<file path="src/rtl/typhoon_pkg.sv">
// ============================================================================
// Module   : typhoon_pkg
// Brief    : Shared enums for the tile shader (depth-test mode, FSM state).
// Revision : 1.0 - initial release
// ============================================================================
`default_nettype none

package typhoon_pkg;

    typedef enum logic [1:0] {
        ZM_ALWAYS = 2'd0,
        ZM_LESS   = 2'd1,
        ZM_LEQUAL = 2'd2,
        ZM_NEVER  = 2'd3
    } z_mode_e;

    typedef enum logic [1:0] {
        ST_IDLE  = 2'd0,
        ST_ISSUE = 2'd1,
        ST_DRAIN = 2'd2,
        ST_DONE  = 2'd3
    } state_e;

endpackage

`default_nettype wire

</file>
<file path="src/rtl/tile_shader_if.sv">
// ============================================================================
// Module   : tile_shader_if
// Brief    : Command, depth-read and pixel-write signals of the tile shader.
// Revision : 1.0 - initial release
// ============================================================================
`default_nettype none

interface tile_shader_if #(
    parameter int TILE_DIM  = 8,
    parameter int NUM_LANES = 4,
    parameter int COLOR_W   = 16,
    parameter int Z_W       = 16,
    parameter int COORD_W   = 10
);
    import typhoon_pkg::*;

    localparam int AW = $clog2(TILE_DIM);

    logic                     start;
    logic [COORD_W-1:0]       tile_x;
    logic [COORD_W-1:0]       tile_y;
    logic [COORD_W-1:0]       box_x;
    logic [COORD_W-1:0]       box_y;
    logic [COORD_W-1:0]       box_w;
    logic [COORD_W-1:0]       box_h;
    logic [COLOR_W-1:0]       frag_color;
    logic [Z_W-1:0]           frag_z;
    z_mode_e                  z_mode;
    logic                     busy;
    logic                     done;
    logic [AW-1:0]            rd_x;
    logic [AW-1:0]            rd_y;
    logic [NUM_LANES*Z_W-1:0] rd_z;
    logic [NUM_LANES-1:0]     wr_en;
    logic [AW-1:0]            wr_x;
    logic [AW-1:0]            wr_y;
    logic [COLOR_W-1:0]       wr_color;
    logic [Z_W-1:0]           wr_z;

    modport master (
        output start, tile_x, tile_y, box_x, box_y, box_w, box_h,
               frag_color, frag_z, z_mode, rd_z,
        input  busy, done, rd_x, rd_y, wr_en, wr_x, wr_y, wr_color, wr_z
    );

    modport slave (
        input  start, tile_x, tile_y, box_x, box_y, box_w, box_h,
               frag_color, frag_z, z_mode, rd_z,
        output busy, done, rd_x, rd_y, wr_en, wr_x, wr_y, wr_color, wr_z
    );

endinterface

`default_nettype wire

</file>
<file path="src/rtl/tile_shader_z_test.sv">
// ============================================================================
// Module   : z_test
// Brief    : One shading lane: rectangle coverage AND unsigned depth compare.
// Revision : 1.0 - initial release
// ============================================================================
`default_nettype none

module z_test
    import typhoon_pkg::*;
#(
    parameter int COORD_W = 10,
    parameter int Z_W     = 16,
    parameter int AW      = 3,
    parameter int LANE    = 0
) (
    input  wire logic [COORD_W-1:0] i_tile_x,
    input  wire logic [COORD_W-1:0] i_tile_y,
    input  wire logic [AW-1:0]      i_grp_x,
    input  wire logic [AW-1:0]      i_grp_y,
    input  wire logic [COORD_W-1:0] i_box_x,
    input  wire logic [COORD_W-1:0] i_box_y,
    input  wire logic [COORD_W-1:0] i_box_w,
    input  wire logic [COORD_W-1:0] i_box_h,
    input  wire logic [Z_W-1:0]     i_frag_z,
    input  wire logic [Z_W-1:0]     i_rd_z,
    input  wire z_mode_e            i_z_mode,
    output logic                    o_pass
);

    localparam int XW = COORD_W + 1;

    // One extra bit keeps box ends near the top of the screen from wrapping
    logic [XW-1:0] w_px;
    logic [XW-1:0] w_py;
    logic [XW-1:0] w_x_end;
    logic [XW-1:0] w_y_end;
    logic          w_cov;
    logic          w_depth_ok;

    assign w_px    = XW'(i_tile_x) + XW'(i_grp_x) + XW'(LANE);
    assign w_py    = XW'(i_tile_y) + XW'(i_grp_y);
    assign w_x_end = XW'(i_box_x) + XW'(i_box_w);
    assign w_y_end = XW'(i_box_y) + XW'(i_box_h);

    assign w_cov = (w_px >= XW'(i_box_x)) && (w_px < w_x_end) &&
                   (w_py >= XW'(i_box_y)) && (w_py < w_y_end);

    always_comb begin
        w_depth_ok = 1'b0;
        case (i_z_mode)
            ZM_ALWAYS: w_depth_ok = 1'b1;
            ZM_LESS:   w_depth_ok = (i_frag_z <  i_rd_z);
            ZM_LEQUAL: w_depth_ok = (i_frag_z <= i_rd_z);
            default:   w_depth_ok = 1'b0;
        endcase
    end

    assign o_pass = w_cov & w_depth_ok;

endmodule

`default_nettype wire

</file>
<file path="src/rtl/tile_shader.sv">
// ============================================================================
// Module   : tile_shader
// Brief    : Walks a square tile in lane groups, depth-tests and flat-fills.
// Revision : 1.0 - initial release
// ============================================================================
`default_nettype none

module tile_shader
    import typhoon_pkg::*;
#(
    parameter int TILE_DIM  = 8,
    parameter int NUM_LANES = 4,
    parameter int COLOR_W   = 16,
    parameter int Z_W       = 16,
    parameter int COORD_W   = 10
) (
    input  wire logic    BOARD_CLK,
    input  wire logic    BOARD_RESET_N,
    tile_shader_if.slave bus
);

    localparam int            AW       = $clog2(TILE_DIM);
    localparam logic [AW-1:0] c_LAST_X = AW'(TILE_DIM - NUM_LANES);
    localparam logic [AW-1:0] c_LAST_Y = AW'(TILE_DIM - 1);
    localparam logic [AW-1:0] c_STEP   = AW'(NUM_LANES);

    state_e               r_state;
    state_e               w_state_next;
    logic                 w_accept;
    logic                 w_last_grp;

    logic [COORD_W-1:0]   r_tile_x;
    logic [COORD_W-1:0]   r_tile_y;
    logic [COORD_W-1:0]   r_box_x;
    logic [COORD_W-1:0]   r_box_y;
    logic [COORD_W-1:0]   r_box_w;
    logic [COORD_W-1:0]   r_box_h;
    logic [COLOR_W-1:0]   r_color;
    logic [Z_W-1:0]       r_frag_z;
    z_mode_e              r_z_mode;

    logic [AW-1:0]        r_rd_x;
    logic [AW-1:0]        r_rd_y;
    logic [AW-1:0]        r_wr_x;
    logic [AW-1:0]        r_wr_y;
    logic                 r_wr_valid;
    logic [NUM_LANES-1:0] w_pass;

    assign w_last_grp = (r_rd_x == c_LAST_X) && (r_rd_y == c_LAST_Y);

    always_comb begin
        w_state_next = r_state;
        w_accept     = 1'b0;
        case (r_state)
            ST_IDLE: begin
                if (bus.start) begin
                    w_state_next = ST_ISSUE;
                    w_accept     = 1'b1;
                end
            end
            ST_ISSUE: if (w_last_grp) w_state_next = ST_DRAIN;
            ST_DRAIN: w_state_next = ST_DONE;
            ST_DONE:  w_state_next = ST_IDLE;
            default:  w_state_next = ST_IDLE;
        endcase
    end

    always_ff @(posedge BOARD_CLK) begin
        if (!BOARD_RESET_N) begin
            r_state    <= ST_IDLE;
            r_tile_x   <= '0;
            r_tile_y   <= '0;
            r_box_x    <= '0;
            r_box_y    <= '0;
            r_box_w    <= '0;
            r_box_h    <= '0;
            r_color    <= '0;
            r_frag_z   <= '0;
            r_z_mode   <= ZM_ALWAYS;
            r_rd_x     <= '0;
            r_rd_y     <= '0;
            r_wr_x     <= '0;
            r_wr_y     <= '0;
            r_wr_valid <= 1'b0;
        end else begin
            r_state <= w_state_next;
            if (w_accept) begin
                r_tile_x <= bus.tile_x;
                r_tile_y <= bus.tile_y;
                r_box_x  <= bus.box_x;
                r_box_y  <= bus.box_y;
                r_box_w  <= bus.box_w;
                r_box_h  <= bus.box_h;
                r_color  <= bus.frag_color;
                r_frag_z <= bus.frag_z;
                r_z_mode <= bus.z_mode;
            end
            // Write side trails the read address by exactly one cycle
            r_wr_valid <= (r_state == ST_ISSUE);
            r_wr_x     <= r_rd_x;
            r_wr_y     <= r_rd_y;
            if (r_state == ST_ISSUE) begin
                if (r_rd_x == c_LAST_X) begin
                    r_rd_x <= '0;
                    r_rd_y <= r_rd_y + AW'(1);
                end else begin
                    r_rd_x <= r_rd_x + c_STEP;
                end
            end
        end
    end

    for (genvar i = 0; i < NUM_LANES; i++) begin : g_lane
        z_test #(
            .COORD_W (COORD_W),
            .Z_W     (Z_W),
            .AW      (AW),
            .LANE    (i)
        ) u_z_test (
            .i_tile_x (r_tile_x),
            .i_tile_y (r_tile_y),
            .i_grp_x  (r_wr_x),
            .i_grp_y  (r_wr_y),
            .i_box_x  (r_box_x),
            .i_box_y  (r_box_y),
            .i_box_w  (r_box_w),
            .i_box_h  (r_box_h),
            .i_frag_z (r_frag_z),
            .i_rd_z   (bus.rd_z[i*Z_W +: Z_W]),
            .i_z_mode (r_z_mode),
            .o_pass   (w_pass[i])
        );
    end

    assign bus.busy     = (r_state != ST_IDLE);
    assign bus.done     = (r_state == ST_DONE);
    assign bus.rd_x     = r_rd_x;
    assign bus.rd_y     = r_rd_y;
    assign bus.wr_en    = r_wr_valid ? w_pass : '0;
    assign bus.wr_x     = r_wr_x;
    assign bus.wr_y     = r_wr_y;
    assign bus.wr_color = r_color;
    assign bus.wr_z     = r_frag_z;

endmodule

`default_nettype wire

</file>
<file path="src/flat_wrapper.sv">
// flat-port wrapper written by rule: the top's interface ports become plain ports
module tile_shader_flat import typhoon_pkg::*;
#(
    parameter int TILE_DIM  = 8,
    parameter int NUM_LANES = 4,
    parameter int COLOR_W   = 16,
    parameter int Z_W       = 16,
    parameter int COORD_W   = 10
)
  (BOARD_CLK, BOARD_RESET_N, bus_start, bus_tile_x, bus_tile_y, bus_box_x, bus_box_y, bus_box_w, bus_box_h, bus_frag_color, bus_frag_z, bus_z_mode, bus_rd_z, bus_busy, bus_done, bus_rd_x, bus_rd_y, bus_wr_en, bus_wr_x, bus_wr_y, bus_wr_color, bus_wr_z);
  tile_shader_if #(.TILE_DIM(TILE_DIM), .NUM_LANES(NUM_LANES), .COLOR_W(COLOR_W), .Z_W(Z_W), .COORD_W(COORD_W)) bus_i ();
  input  wire logic BOARD_CLK;
  input  wire logic BOARD_RESET_N;
  input wire logic [$bits(bus_i.start)-1:0] bus_start;
  input wire logic [$bits(bus_i.tile_x)-1:0] bus_tile_x;
  input wire logic [$bits(bus_i.tile_y)-1:0] bus_tile_y;
  input wire logic [$bits(bus_i.box_x)-1:0] bus_box_x;
  input wire logic [$bits(bus_i.box_y)-1:0] bus_box_y;
  input wire logic [$bits(bus_i.box_w)-1:0] bus_box_w;
  input wire logic [$bits(bus_i.box_h)-1:0] bus_box_h;
  input wire logic [$bits(bus_i.frag_color)-1:0] bus_frag_color;
  input wire logic [$bits(bus_i.frag_z)-1:0] bus_frag_z;
  input wire logic [$bits(bus_i.z_mode)-1:0] bus_z_mode;
  input wire logic [$bits(bus_i.rd_z)-1:0] bus_rd_z;
  output wire logic [$bits(bus_i.busy)-1:0] bus_busy;
  output wire logic [$bits(bus_i.done)-1:0] bus_done;
  output wire logic [$bits(bus_i.rd_x)-1:0] bus_rd_x;
  output wire logic [$bits(bus_i.rd_y)-1:0] bus_rd_y;
  output wire logic [$bits(bus_i.wr_en)-1:0] bus_wr_en;
  output wire logic [$bits(bus_i.wr_x)-1:0] bus_wr_x;
  output wire logic [$bits(bus_i.wr_y)-1:0] bus_wr_y;
  output wire logic [$bits(bus_i.wr_color)-1:0] bus_wr_color;
  output wire logic [$bits(bus_i.wr_z)-1:0] bus_wr_z;
  assign bus_i.start = bus_start;
  assign bus_i.tile_x = bus_tile_x;
  assign bus_i.tile_y = bus_tile_y;
  assign bus_i.box_x = bus_box_x;
  assign bus_i.box_y = bus_box_y;
  assign bus_i.box_w = bus_box_w;
  assign bus_i.box_h = bus_box_h;
  assign bus_i.frag_color = bus_frag_color;
  assign bus_i.frag_z = bus_frag_z;
  assign bus_i.z_mode = bus_z_mode;
  assign bus_i.rd_z = bus_rd_z;
  assign bus_busy = bus_i.busy;
  assign bus_done = bus_i.done;
  assign bus_rd_x = bus_i.rd_x;
  assign bus_rd_y = bus_i.rd_y;
  assign bus_wr_en = bus_i.wr_en;
  assign bus_wr_x = bus_i.wr_x;
  assign bus_wr_y = bus_i.wr_y;
  assign bus_wr_color = bus_i.wr_color;
  assign bus_wr_z = bus_i.wr_z;
  tile_shader #(.TILE_DIM(TILE_DIM), .NUM_LANES(NUM_LANES), .COLOR_W(COLOR_W), .Z_W(Z_W), .COORD_W(COORD_W)) u_core (.BOARD_CLK(BOARD_CLK), .BOARD_RESET_N(BOARD_RESET_N), .bus(bus_i));
endmodule
</file>
<file path="config.mk">
export PLATFORM = sky130hd
export DESIGN_NAME = tile_shader_flat
export DESIGN_NICKNAME = d
export VERILOG_FILES = /design/src/rtl/typhoon_pkg.sv /design/src/rtl/tile_shader_if.sv /design/src/rtl/tile_shader_z_test.sv /design/src/rtl/tile_shader.sv /design/src/flat_wrapper.sv
export SDC_FILE = /design/constraint.sdc
export NUM_CORES = 1
export LEC_CHECK = 0
export CORE_ASPECT_RATIO = 0.7
export CORE_UTILIZATION = 34
export CTS_CLUSTER_SIZE = 30
export DETAILED_ROUTE_END_ITERATION = 10
export PLACE_DENSITY = 0.65
export SYNTH_ARGS = -nofsm -noshare
export SYNTH_HDL_FRONTEND = slang
export SYNTH_SLANG_ARGS = --single-unit
</file>
<file path="constraint.sdc">
create_clock -name BOARD_CLK -period 4.1 [get_ports BOARD_CLK]
set_input_delay 0.82 -clock BOARD_CLK [delete_from_list [all_inputs] [get_ports BOARD_CLK]]
set_output_delay 0.82 -clock BOARD_CLK [all_outputs]
set_load 0.005 [all_outputs]
</file>
Word-level counts from Yosys, hierarchy flattened
Cells that the tools add are included.

Word-level logic and storage cells: 84. Output and inout port bits: 50. Register bits: 109. Bits of input ports: 161.

Equality and inequality tests: 9. Muxes and demuxes: 11. Bitwise logic cells: 4. Magnitude comparators: 18. $add $sub $neg: 9. Reduce and logical (&&, ||, !) cells: 18.

Operators by type and width (count): $le 16x16->1 (4); $lt 16x16->1 (4); $ge 11x10->1 (5); $lt 11x11->1 (5); $add 10x10->11 (2); $add 10x3->11 (2); $add 11x2->11 const B (2); $logic_and 1x1->1 (13); $pmux 1 s3 (4); $add 11x1->11 const B (1); $pmux 2 s4 (1); $eq 2x2->1 const B (3); $eq 3x3->1 const B (2); $and 1x1->1 (4); $eq 2x1->1 const B (2); $logic_not 2->1 (2); $mux 2 (2); $mux 4 (1); $reduce_and 2->1 (2); $add 3x1->3 const B (1); $add 3x3->3 const B (1); $mux 3 (1); $mux 1 (2); $ne 2x1->1 const B (1); 2 further kinds (2).

Logic depth before layout (Yosys ltp)
Depth after elaboration: 8. Depth in mapped cells: 15. Mapped depth without buffers: 15.

Modules after synthesis
Synthesis repeated with hierarchy kept, for this count alone.

Cells, all modules: 1761. Area total of the unflattened synthesis: 14515.2 um^2.

By module, submodules not included: tile_shader (cells an instance 464, area an instance 4286.6 um^2, instances 1); z_test (u_core.g_lane[2].u_z_test) (cells an instance 335, area an instance 2661.3 um^2, instances 1); z_test (u_core.g_lane[3].u_z_test) (cells an instance 328, area an instance 2606.2 um^2, instances 1); z_test (u_core.g_lane[1].u_z_test) (cells an instance 317, area an instance 2482.4 um^2, instances 1); z_test (u_core.g_lane[0].u_z_test) (cells an instance 317, area an instance 2478.6 um^2, instances 1).

Worst setup path before layout
No wires, ideal clock.

Path kind: reg-to-output. From: reg u_core.r_box_x[0]. To: out bus_wr_en[0]. Cell stages (with the launch flop): 16. Setup slack: 29 ps. Required time: 3280 ps. Data arrival time: 3251 ps. Path buffers: 0. Cell sequence: dfxtp_1 -> ha_1 -> fa_1 -> a21o_1 -> a21oi_1 -> nor2b_1 -> o21ai_0 -> a21oi_1 -> a31oi_1 -> ha_1 -> a21o_1 -> a211oi_1 -> o21ai_0 -> nor4_1 -> o32ai_1 -> a211oi_1.

Cells in the longest elaborated chain, start to end: 7.

RTL lines: start: declaration (line tile_shader.sv:34) `logic [COORD_W-1:0] r_box_x;`; start signal: assignment (line tile_shader.sv:90) `r_box_x <= bus.box_x;`; $add 10x10->11 (line tile_shader_z_test.sv:42) `assign w_x_end = XW'(i_box_x) + XW'(i_box_w);`; $lt 11x11->1 (line tile_shader_z_test.sv:45) `assign w_cov = (w_px >= XW'(i_box_x)) && (w_px < w_x_end) &&`; $logic_and 1x1->1 * (2 in a row) (line tile_shader_z_test.sv:45); $logic_and 1x1->1 * (line tile_shader_z_test.sv:46) `(w_py >= XW'(i_box_y)) && (w_py < w_y_end);`; $and 1x1->1 * (line tile_shader_z_test.sv:58) `assign o_pass = w_cov & w_depth_ok;`; $mux 4 * (line tile_shader.sv:139) `assign bus.wr_en = r_wr_valid ? w_pass : '0;`; end: declaration (line flat_wrapper.sv:29) `output wire logic [$bits(bus_i.wr_en)-1:0] bus_wr_en;`.

Every way passes the cells marked *; elsewhere a longest branch is shown, timed or not.

Worst setup path after layout
From: reg u_core.r_box_w[1]. To: out bus_wr_en[2].

Cells in the longest elaborated chain, start to end: 7.

RTL lines: start: declaration (line tile_shader.sv:36) `logic [COORD_W-1:0] r_box_w;`; start signal: assignment (line tile_shader.sv:92) `r_box_w <= bus.box_w;`; $add 10x10->11 (line tile_shader_z_test.sv:42); $lt 11x11->1 (line tile_shader_z_test.sv:45); $logic_and 1x1->1 (2 in a row) (line tile_shader_z_test.sv:45); $logic_and 1x1->1 (line tile_shader_z_test.sv:46); $and 1x1->1 (line tile_shader_z_test.sv:58); $mux 4 (line tile_shader.sv:139).

No other way between the ends.

==> out/qor.csv <==
stage,metric,value,unit
timing,fmax,214,MHz
detailed_routing,ant_nets,0,
run_status,outcome,"finished, violations left",
cts,clockRootBuffer,clkbuf_16,
timing,rsz0062_at_grt,true,
cts,clk_pin_slew,0.08,ns
setup_path,start_kind,flip-flop,
placement,gp_congestion,0.940,
synthesis,synth-edff-count,0,
synthesis,synth_ff_type,dfxtp_1,
synthesis,ys_ff_latch,105,
cts,cts_hold_buffers,0,
setup_path,critPathKind,reg -> out,
synthesis,ys_warn_count,0,
timing,worstMarginPinSlew,0.838,ns
layout,fillers,2520,
floorplan,core,26800,sq um
layout,layout_commonest_cell,nand2_1,
floorplan,die_area,28100,sq um
floorplan,die_x,200,um
layout,finalInstanceArea,13500,sq um
pwr,ir_drop,0.353,mV
global_route,gr-total-overflow,0,
synthesis,synthCells,1154,
setup_path,worstSetupEndpointType,output pin,
cts,clock_latency,0.37,ns
detailed_routing,dr.pass1.iters,4,
cts,clock_sinks,105,
global_route,grt_usage,20.6,%
layout,final_cell_mix,"nand2_1 (236), clkdlybuf4s50_1 (201), ha_1 (191)",
flow_run,drv_cap,0,
cts,cts-htree-levels,3,
floorplan,start_util,34.7,%
timing,slew_headroom,44.1,%
placement,numPortBuffers,206,
timing,hold_viol_final,0,
timing,finalWorstSetupSlack,-0.567,ns
detailed_routing,routedWlPerCell,15.2,um
setup_path,path_max_fanout,2,
global_route,grt_max_degree,59,
worst_hold_path,min-delay-path-class,reg -> reg,
layout,area_growth,44.4,%
layout,num-nets-final,1853,
timing,fin_crit_sh,114,%
timing,layout_min_cycle_time,4.67,ns
detailed_routing,route.detailed.drc,0,
floorplan,die_h,141,um
placement,post-place-ws,-0.860,ns
synthesis,ys_types,63,
synthesis,ys_seq_area_share,22.5,%
detailed_routing,drtIter0Drc,350,
layout,layout-drive-gt1-share,16.0,%
setup_path,worstPathRequired,3.28,ns
synthesis,synthesis.area,9320,sq um
detailed_routing,routed_wl,28.4,mm
synthesis,synth_area_per_cell,8.08,sq um
placement,placed_area,12800,sq um
timing,setup_viol,4,
cts,clk_path_buf_depth,2,
global_route,antenna_found_initial,0,
setup_path,crit_arrival,3.85,ns
global_route,grt_pass1_wl,45.5,mm
layout,n_antenna_cell,0,
timing,clock_skew,0.00862,ns
global_route,grt_pass1_vias,9142,
pwr,power_leakage,6.25,nW
timing,drv_slew,0,
detailed_routing,routed-via-count,9136,
cts,cts_buffers,9,
pwr,powerDensity,447,nW/um^2
floorplan,rows,50,
synthesis,synthArstFlopShare,0,%
detailed_routing,viasPerCell,4.91,
run_status,violations,setup timing,
cts,cts_tree,yes,
floorplan,ioPinCount,211,
placement,dp_hpwl,23.3,mm
path summary, 6_finish.rpt:
path / start / end / slack, ns / cells past startpoint
hold reg to reg: u_core.bus.wr_color[6]$_SDFFE_PN0P_ / u_core.bus.wr_color[6]$_SDFFE_PN0P_ / 0.46 / 2
setup reg to reg: u_core.r_state[0]$_SDFFE_PN0P_ / u_core.bus.wr_color[8]$_SDFFE_PN0P_ / 2.11 / 6
hold / removal: u_core.bus.wr_color[6]$_SDFFE_PN0P_ / u_core.bus.wr_color[6]$_SDFFE_PN0P_ / 0.46 / 2
setup / recovery: u_core.r_box_w[1]$_SDFFE_PN0P_ / bus_wr_en[2] / -0.57 / 15
stage by stage:
stage	power [mW]	setup TNS (ns)	std cells	util, %	hold slack (ns)
2_1_floorplan	3.47	0	1157	-	0.447
3_3_place_gp	4.82	-3.00	1836	47.8	0.450
3_5_place_dp	4.94	-3.31	1836	47.8	0.456
4_1_cts	6.02	-2.36	1859	50.0	0.466
5_1_grt	6.59	-3.04	1860	50.1	0.488
6_report	6.02	-2.10	1860	50.1	0.461
synth_stat cells (4+ instances only):
| library cell | n | area (sq um) |
|---|---|---|
| nor2b_1 | 14 | 87.6 |
| xor2_1 | 24 | 210 |
| a31oi_1 | 11 | 68.8 |
| and3_1 | 9 | 56.3 |
| dfxtp_1 | 105 | 2100 |
| nand3_1 | 25 | 125 |
| a211oi_1 | 11 | 82.6 |
| a21o_1 | 25 | 188 |
| xnor2_1 | 26 | 228 |
| a21oi_1 | 62 | 310 |
| nand2_1 | 239 | 897 |
| clkbuf_1 | 32 | 120 |
| nand2b_1 | 6 | 37.5 |
| nand4_1 | 20 | 125 |
| a2111oi_0 | 4 | 35.0 |
| nor4_1 | 4 | 25.0 |
| o31a_1 | 4 | 35.0 |
| nor2_1 | 22 | 82.6 |
| buf_4 | 4 | 30.0 |
| inv_1 | 97 | 364 |
| a21boi_0 | 98 | 736 |
| ha_1 | 198 | 2480 |
| o21a_1 | 5 | 37.5 |
| o211ai_1 | 8 | 60.1 |
| o21ai_0 | 27 | 135 |
| and2_1 | 13 | 81.3 |
power breakdown:
part / internal, mW / total [mW] / leakage (nW) / switching (mW)
Sequential: 1.23 / 1.44 / 0.863 / 0.207
Combinational: 1.81 / 3.70 / 5.24 / 1.89
Clock: 0.430 / 0.885 / 0.146 / 0.454
Total: 3.47 / 6.02 / 6.25 / 2.55
state kept, by name, summed over array words and instances, names as in the netlist:
signal	flops
u_core.r_tile_y	10
u_core.bus.rd_x	1
u_core.r_tile_x	10
u_core.r_state	2
u_core.r_box_y	10
u_core.bus.wr_x	1
u_core.r_box_x	10
u_core.r_wr_valid	1
u_core.r_z_mode	2
u_core.bus.wr_z	16
u_core.r_box_h	10
u_core.bus.wr_color	16
u_core.bus.wr_y	3
u_core.bus.rd_y	3
u_core.r_box_w	10
layout make-up:
cell class	instances	area (sq um)	share of cell area [%]
Multi-Input combinational cell	913	6950	51.6
Timing Repair Buffer	365	3280	24.4
Sequential cell	105	2110	15.7
Tap cell	364	455	3.38
Inverter	97	364	2.71
Clock buffer	9	225	1.67
Clock inverter	7	72.6	0.539
logic make-up after synthesis:
kind of cell	Yosys count	share of synthesized area (%)
XOR/XNOR	53	5.46
other	1	0.0402
AO/OA/AOI/OAI	278	20.4
AND/OR/NAND/NOR	376	18.3
flip-flops	105	22.5
adder cells (fa/ha/maj)	201	27.2
buffers and inverters	139	5.93
multiplexers	1	0.107
what timing repair did:
action                     CTS  global route
setup endpoints to repair    4             4
gates resized for setup     65             7
cloned                       0             0
pin swaps                   31             9
setup buffers                7             1
worst max-delay path, stage by stage (launching register included):
cell and delay, ns:
dfxtp_2 0.34, ha_4 0.23, a21oi_2 0.14, nor2b_2 0.06
o31a_1 0.31, or4_4 0.45, and3_4 0.18, a311oi_4 0.27
buf_4 0.19, buf_6 0.11, ha_4 0.20, a21o_1 0.22
a2111oi_4 0.29, a31o_2 0.20, and3_4 0.18, buf_6 0.09
per-layer routing:
layer	vias to the layer above	routed length (um)	global-route usage, %
li1	4681	-	-
met3	31	1500	4.31
met2	192	12800	33.7
met1	4232	13600	27.2
met5	-	0	0
met4	0	472	5.06
Note: power is estimated with default switching activity, not from simulation.
